## src/rtl/inflight_issue_gate.sv

```systemverilog
// Per-wavefront issue-eligibility gate: throttles wavefronts at the inflight
// limit and serialises drain-type instructions around an empty pipeline.
module inflight_issue_gate #(
    parameter int NUM_WF  = 40,
    parameter int WF_ID_W = 6,
    parameter int CNT_W   = 16
) (
    input  logic               clk,
    input  logic               rst,
    input  logic [NUM_WF-1:0]  ready_in,
    input  logic [NUM_WF-1:0]  drain_req,
    input  logic [NUM_WF-1:0]  no_inflight_instr_flag,
    input  logic [NUM_WF-1:0]  max_inflight_instr_flag,
    input  logic               issued_en,
    input  logic [WF_ID_W-1:0] issued_wf_id,
    input  logic               flush_en,
    input  logic [WF_ID_W-1:0] flush_wf_id,
    output logic [NUM_WF-1:0]  can_issue,
    output logic [NUM_WF-1:0]  draining,
    output logic [CNT_W-1:0]   drain_stall_count
);

    typedef enum logic [1:0] {
        IDLE  = 2'd0,
        DRAIN = 2'd1,
        EXCL  = 2'd2
    } wf_state_t;

    logic [NUM_WF-1:0] issue_violation;

    for (genvar w = 0; w < NUM_WF; w++) begin : g_wf
        wf_state_t state_q;
        wf_state_t state_d;
        logic      issue_hit;
        logic      flush_hit;
        logic      eligible;

        // Out-of-range ids never compare equal to any wavefront index.
        assign issue_hit = issued_en && (issued_wf_id == WF_ID_W'(w));
        assign flush_hit = flush_en && (flush_wf_id == WF_ID_W'(w));

        always_comb begin
            // NOTE: every always_comb output gets a default first so no latch is inferred.
            eligible = 1'b0;
            if (state_q == IDLE) begin
                if (drain_req[w])
                    eligible = ready_in[w] & no_inflight_instr_flag[w];
                else
                    eligible = ready_in[w] & ~max_inflight_instr_flag[w];
            end
        end

        always_comb begin
            state_d = state_q;
            if (flush_hit) begin
                state_d = IDLE;
            end else if (issue_hit && !eligible) begin
                state_d = state_q;   // illegal issue: hold, the assertion reports it
            end else begin
                unique case (state_q)
                    IDLE: begin
                        if (issue_hit && drain_req[w])
                            state_d = EXCL;
                        else if (ready_in[w] && drain_req[w] && !no_inflight_instr_flag[w])
                            state_d = DRAIN;
                    end
                    DRAIN: begin
                        if (!ready_in[w] || no_inflight_instr_flag[w])
                            state_d = IDLE;
                    end
                    EXCL: begin
                        if (no_inflight_instr_flag[w])
                            state_d = IDLE;
                    end
                    default: state_d = IDLE;
                endcase
            end
        end

        always_ff @(posedge clk) begin
            // NOTE: sequential state uses non-blocking assignments only.
            if (rst)
                state_q <= IDLE;
            else
                state_q <= state_d;
        end

        assign can_issue[w]       = eligible;
        assign draining[w]        = (state_q == DRAIN);
        assign issue_violation[w] = issue_hit & ~eligible;
    end

    // Counts cycles where at least one wavefront is waiting for its pipeline to empty.
    always_ff @(posedge clk) begin
        if (rst)
            drain_stall_count <= '0;
        else if ((|draining) && (drain_stall_count != {CNT_W{1'b1}}))
            drain_stall_count <= drain_stall_count + CNT_W'(1);
    end

    always_ff @(posedge clk) begin
        if (!rst)
            assert (issue_violation == '0);
    end

endmodule

```

## config.mk

```make
export PLATFORM = sky130hd
export DESIGN_NAME = inflight_issue_gate
export DESIGN_NICKNAME = d
export VERILOG_FILES = /design/src/rtl/inflight_issue_gate.sv
export SDC_FILE = /design/constraint.sdc
export NUM_CORES = 1
export LEC_CHECK = 0
export BUFFER_PORTS_ARGS = -buffer_cell sky130_fd_sc_hd__buf_2
export CAP_MARGIN = 10
export CORE_MARGIN = 10
export CORE_UTILIZATION = 46
export DETAILED_ROUTE_END_ITERATION = 8
export HOLD_SLACK_MARGIN = 0.06
export PLACE_DENSITY = 0.86
export SYNTH_ARGS = -nofsm -noshare
export SYNTH_HDL_FRONTEND = slang
export SYNTH_SLANG_ARGS = --single-unit
export TNS_END_PERCENT = 100
```

## constraint.sdc

```tcl
create_clock -name clk -period 1.9 [get_ports clk]
set_clock_uncertainty 0.05 [all_clocks]
set_input_delay 0.095 -clock clk [delete_from_list [all_inputs] [get_ports clk]]
set_output_delay 0.095 -clock clk [all_outputs]
set_load 0.005 [all_outputs]
```

# Word level (Yosys, flattened, before mapping)
# Index checks and enable logic that the tools add are counted.
[totals]
reg_bits = 96
inputBits = 176
output_inout_bits = 96
elab_cells = 1285
[op_classes]
add_sub_neg = 1
n_eq_ne = 279
n_mux = 280
bitwise_logic = 160
n_reduce_logical = 524
[op_table]
columns = ["op", "count"]
rows = [
  ["$mux 2", 160],
  ["$logic_and 1x1->1", 241],
  ["$pmux 2 s3", 40],
  ["$eq 6x5->1 const B", 32],
  ["$reduce_and 4->1", 40],
  ["$logic_not 1->1", 120],
  ["$ne 3x1->1 const B", 40],
  ["$eq 6x4->1 const B", 16],
  ["$eq 6x6->1 const B", 16],
  ["$and 1x1->1", 80],
  ["$eq 2x1->1 const B", 40],
  ["$eq 2x2->1 const B", 40],
  ["$logic_not 2->1", 40],
  ["$mux 1", 80],
  ["$ne 2x1->1 const B", 40],
  ["$ne 2x2->1 const B", 40],
  ["$not 1->1", 80],
  ["$reduce_or 2->1", 40],
  ["$eq 6x3->1 const B", 8],
  ["$logic_or 1x1->1", 40],
  ["$reduce_or 40->1", 1],
  ["$eq 6x2->1 const B", 4],
  ["$add 16x1->16 const B", 1],
  ["$ne 16x16->1 const B", 1],
  ["2 further kinds", 4],
]

# Logic depth before layout (Yosys ltp)
[logic_depth]
word_depth = 8
ltp_mapped = 8

# Least setup slack after synthesis
# Ideal clock, no wire load.
[synth_timing]
path_type = "reg-to-reg"
start = "reg g_wf[31].state_q[0]"
end = "reg drain_stall_count[0]"
arrival_ns = 1.811
t_required_ns = 1.729
setup_slack_ns = -0.082
stages_incl_launch_ff = 9
n_path_buf = 2
synth_period_minus_slack_ns = 1.982
path_cell_list = "dfxtp_1 nor2b_1 or4_1 nor2_1 and3_1 buf_6 buf_8 nor2_2 mux2_4"
[synth_between]
elab_chain_cells = 3
[synth_rtl]
columns = ["element", "line_no", "text"]
rows = [
  ["start, declared", "32", "wf_state_t state_q;"],
  ["start signal, assigned", "85", "state_q <= state_d;"],
  ["$eq 2x1->1", "89", "assign draining[w] = (state_q == DRAIN);"],
  ["named net draining[31]", "19", "output logic [NUM_WF-1:0] draining,"],
  ["$reduce_or 40->1", "97", "else if ((|draining) && (drain_stall_count != {CNT_W{1'b1}}))"],
  ["$logic_and 1x1->1", "97", ""],
  ["end signal, assigned", "98", "drain_stall_count <= drain_stall_count + CNT_W'(1);"],
  ["end, declared", "20", "output logic [CNT_W-1:0] drain_stall_count"],
]
# The timed path passes the listed nets, and every way through them passes these cells.
# A chain may end at the register's enable or synchronous reset.

# Worst setup path after layout
[layout_timing]
start = "reg g_wf[18].state_q[1]"
end = "reg g_wf[18].state_q[1]"
[layout_between]
elab_chain_cells = 6
[layout_rtl]
columns = ["element", "line_no", "text"]
rows = [
  ["start, declared", "32", ""],
  ["start signal, assigned", "85", ""],
  ["$logic_not 2->1", "45, 60", ""],
  ["$mux 1", "45", "if (state_q == IDLE) begin"],
  ["$logic_not 1->1", "57", "end else if (issue_hit && !eligible) begin"],
  ["$logic_and 1x1->1", "57", ""],
  ["$not 1->1 (no source line)", "--", ""],
  ["$reduce_and 4->1 (no source line)", "--", ""],
]
# Parallel ways exist; a longest one is shown, timed or not.

==> run summary <==
Outcome: complete, but fails checks
Violated checks: setup timing
Post-route DRC: 0
Kind of critical path: reg -> reg
Sequential Power Share: 35.8%
Fmax: 494 MHz
Setup crit end kind: flop
Average cell area after synthesis: 7.25 sq um
DR iter-0 viols: 631
Maximum number of pins on one net before global-route repair: 33
Maximum level of the CTS H-tree: 3
I/O pin cnt: 272
Leakage power summed over all cells: 5.00 nW
Max capacitance violation total: 0
Leading cell type in the layout, fill and taps excluded: buf_2
Kind of launch point of the worst setup path: flop
CP arrival: 2210 ps
Global-route total usage across every layer: 27.2%
Root Buffer Master: clkbuf_16
Worst Max-Slew Pin Slew: 731 ps
Std cell rows: 45
Total gr overflow: 0
Total Nets Final: 1597
Hold Vio Cnt, Final: 0
Slew HR: 50.9%
Period utilization: 106%
Total power after layout: 5.95 mW
Worst hold-check path type: in -> reg
Number of cells produced by synthesis: 1000
Number of global-route vias before repair: 9437
Global-route wire length before repair: 47800 um
Vias after detailed routing: 9527
Power density of the placed cells: 546 nW/um^2
Primary flip-flop cell chosen by synthesis mapping: dfxtp_1
DIE WIDTH: 146 um
Setup-failing EPs final: 15
Number of routed nets with antenna violations: 0
Final RePlAce weighted congestion: 0.908
Port-buffer cells: 271
Starting density of the core: 47.3%
Data required time at the worst endpoint: 2080 ps
Most frequent cells in the layout: buf_2 (271), nor2_1 (158), buf_4 (157), nand2_1 (93), a21oi_1 (76)
Power dissipated by switching net loads: 1.80 mW
Via-per-instance ratio: 5.80
Average wire length per cell after detail routing: 19.1 um
Number of clock sinks: 96
Post-synthesis to final-layout area growth: 50.4%
Final HPWL from detailed placement: 23300 um
CTS clock-pin slew for the worst setup and hold paths: 70 ps
Post-detailed-placement cell area: 9730 sq um
Synthesized flop and latch total: 96
Latest clock arrival within the worst-skew pair: 360 ps
Number of antenna violations at the first check in global routing: 8
Area of all placed cells without fillers: 10900 sq um
Number of slew-limit violations in the final report: 0
EDFF count, synth: 0
Sum of routed wire length over all layers: 31400 um
Unrepaired setup endpoints after global routing: yes
Detailed-router iteration count before antenna repair: 5
Async SR Flop Fraction: 0%
Fraction of power spent switching nets: 30.3%
Maximum buffer depth of the clock tree: 2
Share of final-layout standard cells stronger than drive strength 1: 40.4%
Worst vdd ir: 0.000365 V
Mapped cell area: 7250 sq um
Portion of total power attributed to combinational logic: 32.0%
Maximum fanout along the worst path: 3
Die footprint: 21200 sq um
Netlist cell types: 55
Synth Warn #: 0
Seq/Total Area, Yosys: 26.5%
Chip height: 146 um
CTS tree: built
Relative contribution of the clock network to total power: 32.2%
Final setup margin: -122 ps
Core Area: 15300 sq um
Net Count, Synth: 1177
Final worst path period need: 2020 ps
Number of clock buffers inserted by TritonCTS: 9
Total internal power: 4.15 mW
Utilization after layout: 71.2%
## repair_timing
item / in CTS / in global routing
setup endpoints to repair: 16 / 33
setup buffers: 5 / 5
hold buffers: 34 / 0
hold endpoints to repair: 27 / 0
gates resized for setup: 85 / 58
pin swaps: 23 / 22
## logic make-up (layout without fill, tap and decap cells)
logic type	count (synthesis)	count (layout)	share of synthesized area (%)
AND/OR/NAND/NOR	557	557	40.4
AO/OA/AOI/OAI	204	204	18.7
flip-flops	96	96	26.5
buffers and inverters	92	516	7.16
multiplexers	50	50	7.04
adder cells (fa/ha/maj)	1	1	0.173
other	0	7	0
## critical path, cell delays in order, from the launching register on
cell and delay, ps:
dfxtp_1 360, buf_4 170, nor2b_1 180, nor4b_1 470, o22a_1 300, mux2i_1 290
nor2_1 80
## power groups by stage
stage / logic (mW) / clock network (mW) / registers [mW]
after floorplan: 0.837 / 0 / 2.20
after global routing: 2.05 / 2.01 / 2.14
after detailed placement: 1.66 / 0 / 2.17
after global placement: 1.61 / 0 / 2.16
final: 1.90 / 1.92 / 2.13
after CTS: 1.81 / 1.90 / 2.13
## metrics by stage
stage | cells | worst slack (ps) | TNS, ps | hold slack, ps
5_1_grt | 1638 | -114 | -1330 | 68.0
3_3_place_gp | 1582 | -346 | -4100 | 320
2_1_floorplan | 1000 | -35.0 | -35.0 | 185
3_5_place_dp | 1582 | -383 | -4720 | 322
6_report | 1642 | -122 | -725 | 52.8
4_1_cts | 1633 | -63.2 | -395 | 60.9
## per-layer routing
metal | vias to the layer above | part of all wire (%) | global-route usage, %
met3 | 120 | 8.8 | 7.39
met2 | 550 | 49 | 48.0
li1 | 4428 | - | -
met4 | 2 | 4.7 | 13.8
met5 | - | 0.035 | 0
met1 | 4427 | 38 | 29.2
## layout make-up
type                    count  area, sq um
diodes                      7         17.5
clock buffers              12          267
clock inverters             3         40.0
fillers                  1217         4410
inverters                  35          131
multi-input cells         812         5310
flip-flops and latches     96         1960
well taps                 211          264
repair buffers            466         2920
## state kept, by name (all words and copies together) (netlist names)
register,count
g_wf.state_q,80
drain_stall_count,16
## final timing paths
kind                                            from  slack (ps)                                 end  cells after the start
setup reg to reg    g_wf[18].state_q[1]$_SDFFE_PP0P_        -120    g_wf[18].state_q[1]$_SDFFE_PP0P_                      6
setup / recovery    g_wf[18].state_q[1]$_SDFFE_PP0P_        -120    g_wf[18].state_q[1]$_SDFFE_PP0P_                      6
hold reg to reg   drain_stall_count[12]$_SDFFE_PP0P_         480  drain_stall_count[12]$_SDFFE_PP0P_                      2
hold / removal                          drain_req[2]          50     g_wf[2].state_q[0]$_SDFFE_PP0P_                      3
## cell usage after synthesis, types with 3 or more instances
master	instances	area, sq um
nor4_1	14	87.6
inv_1	34	128
nand3_1	26	130
nand2_1	94	353
a21oi_1	79	395
nand3b_1	18	135
buf_4	41	308
and3b_1	6	52.6
nor2b_1	90	563
a221oi_1	14	123
o31ai_1	5	37.5
a41oi_1	8	70.1
nand2b_1	23	144
nor2_1	163	612
a2111oi_0	12	105
and2b_1	5	37.5
nand4b_1	6	52.6
nor3b_1	19	143
or2_2	6	37.5
or3_1	5	31.3
mux2_2	3	33.8
clkbuf_1	12	45.0
nor3_1	12	60.1
o22a_1	7	61.3
nand4_1	15	93.8
a221oi_2	6	90.1
and4_1	3	26.3
and3_1	17	106
dfxtp_1	96	1920
o21ai_0	41	205
mux2i_1	45	450
a211oi_1	4	30.0
a311oi_1	15	131
o32a_1	3	30.0
and2_1	9	56.3
a22oi_1	3	22.5
nor4b_1	12	105
or4_1	8	60.1
Power figures use the tool's default switching activity.
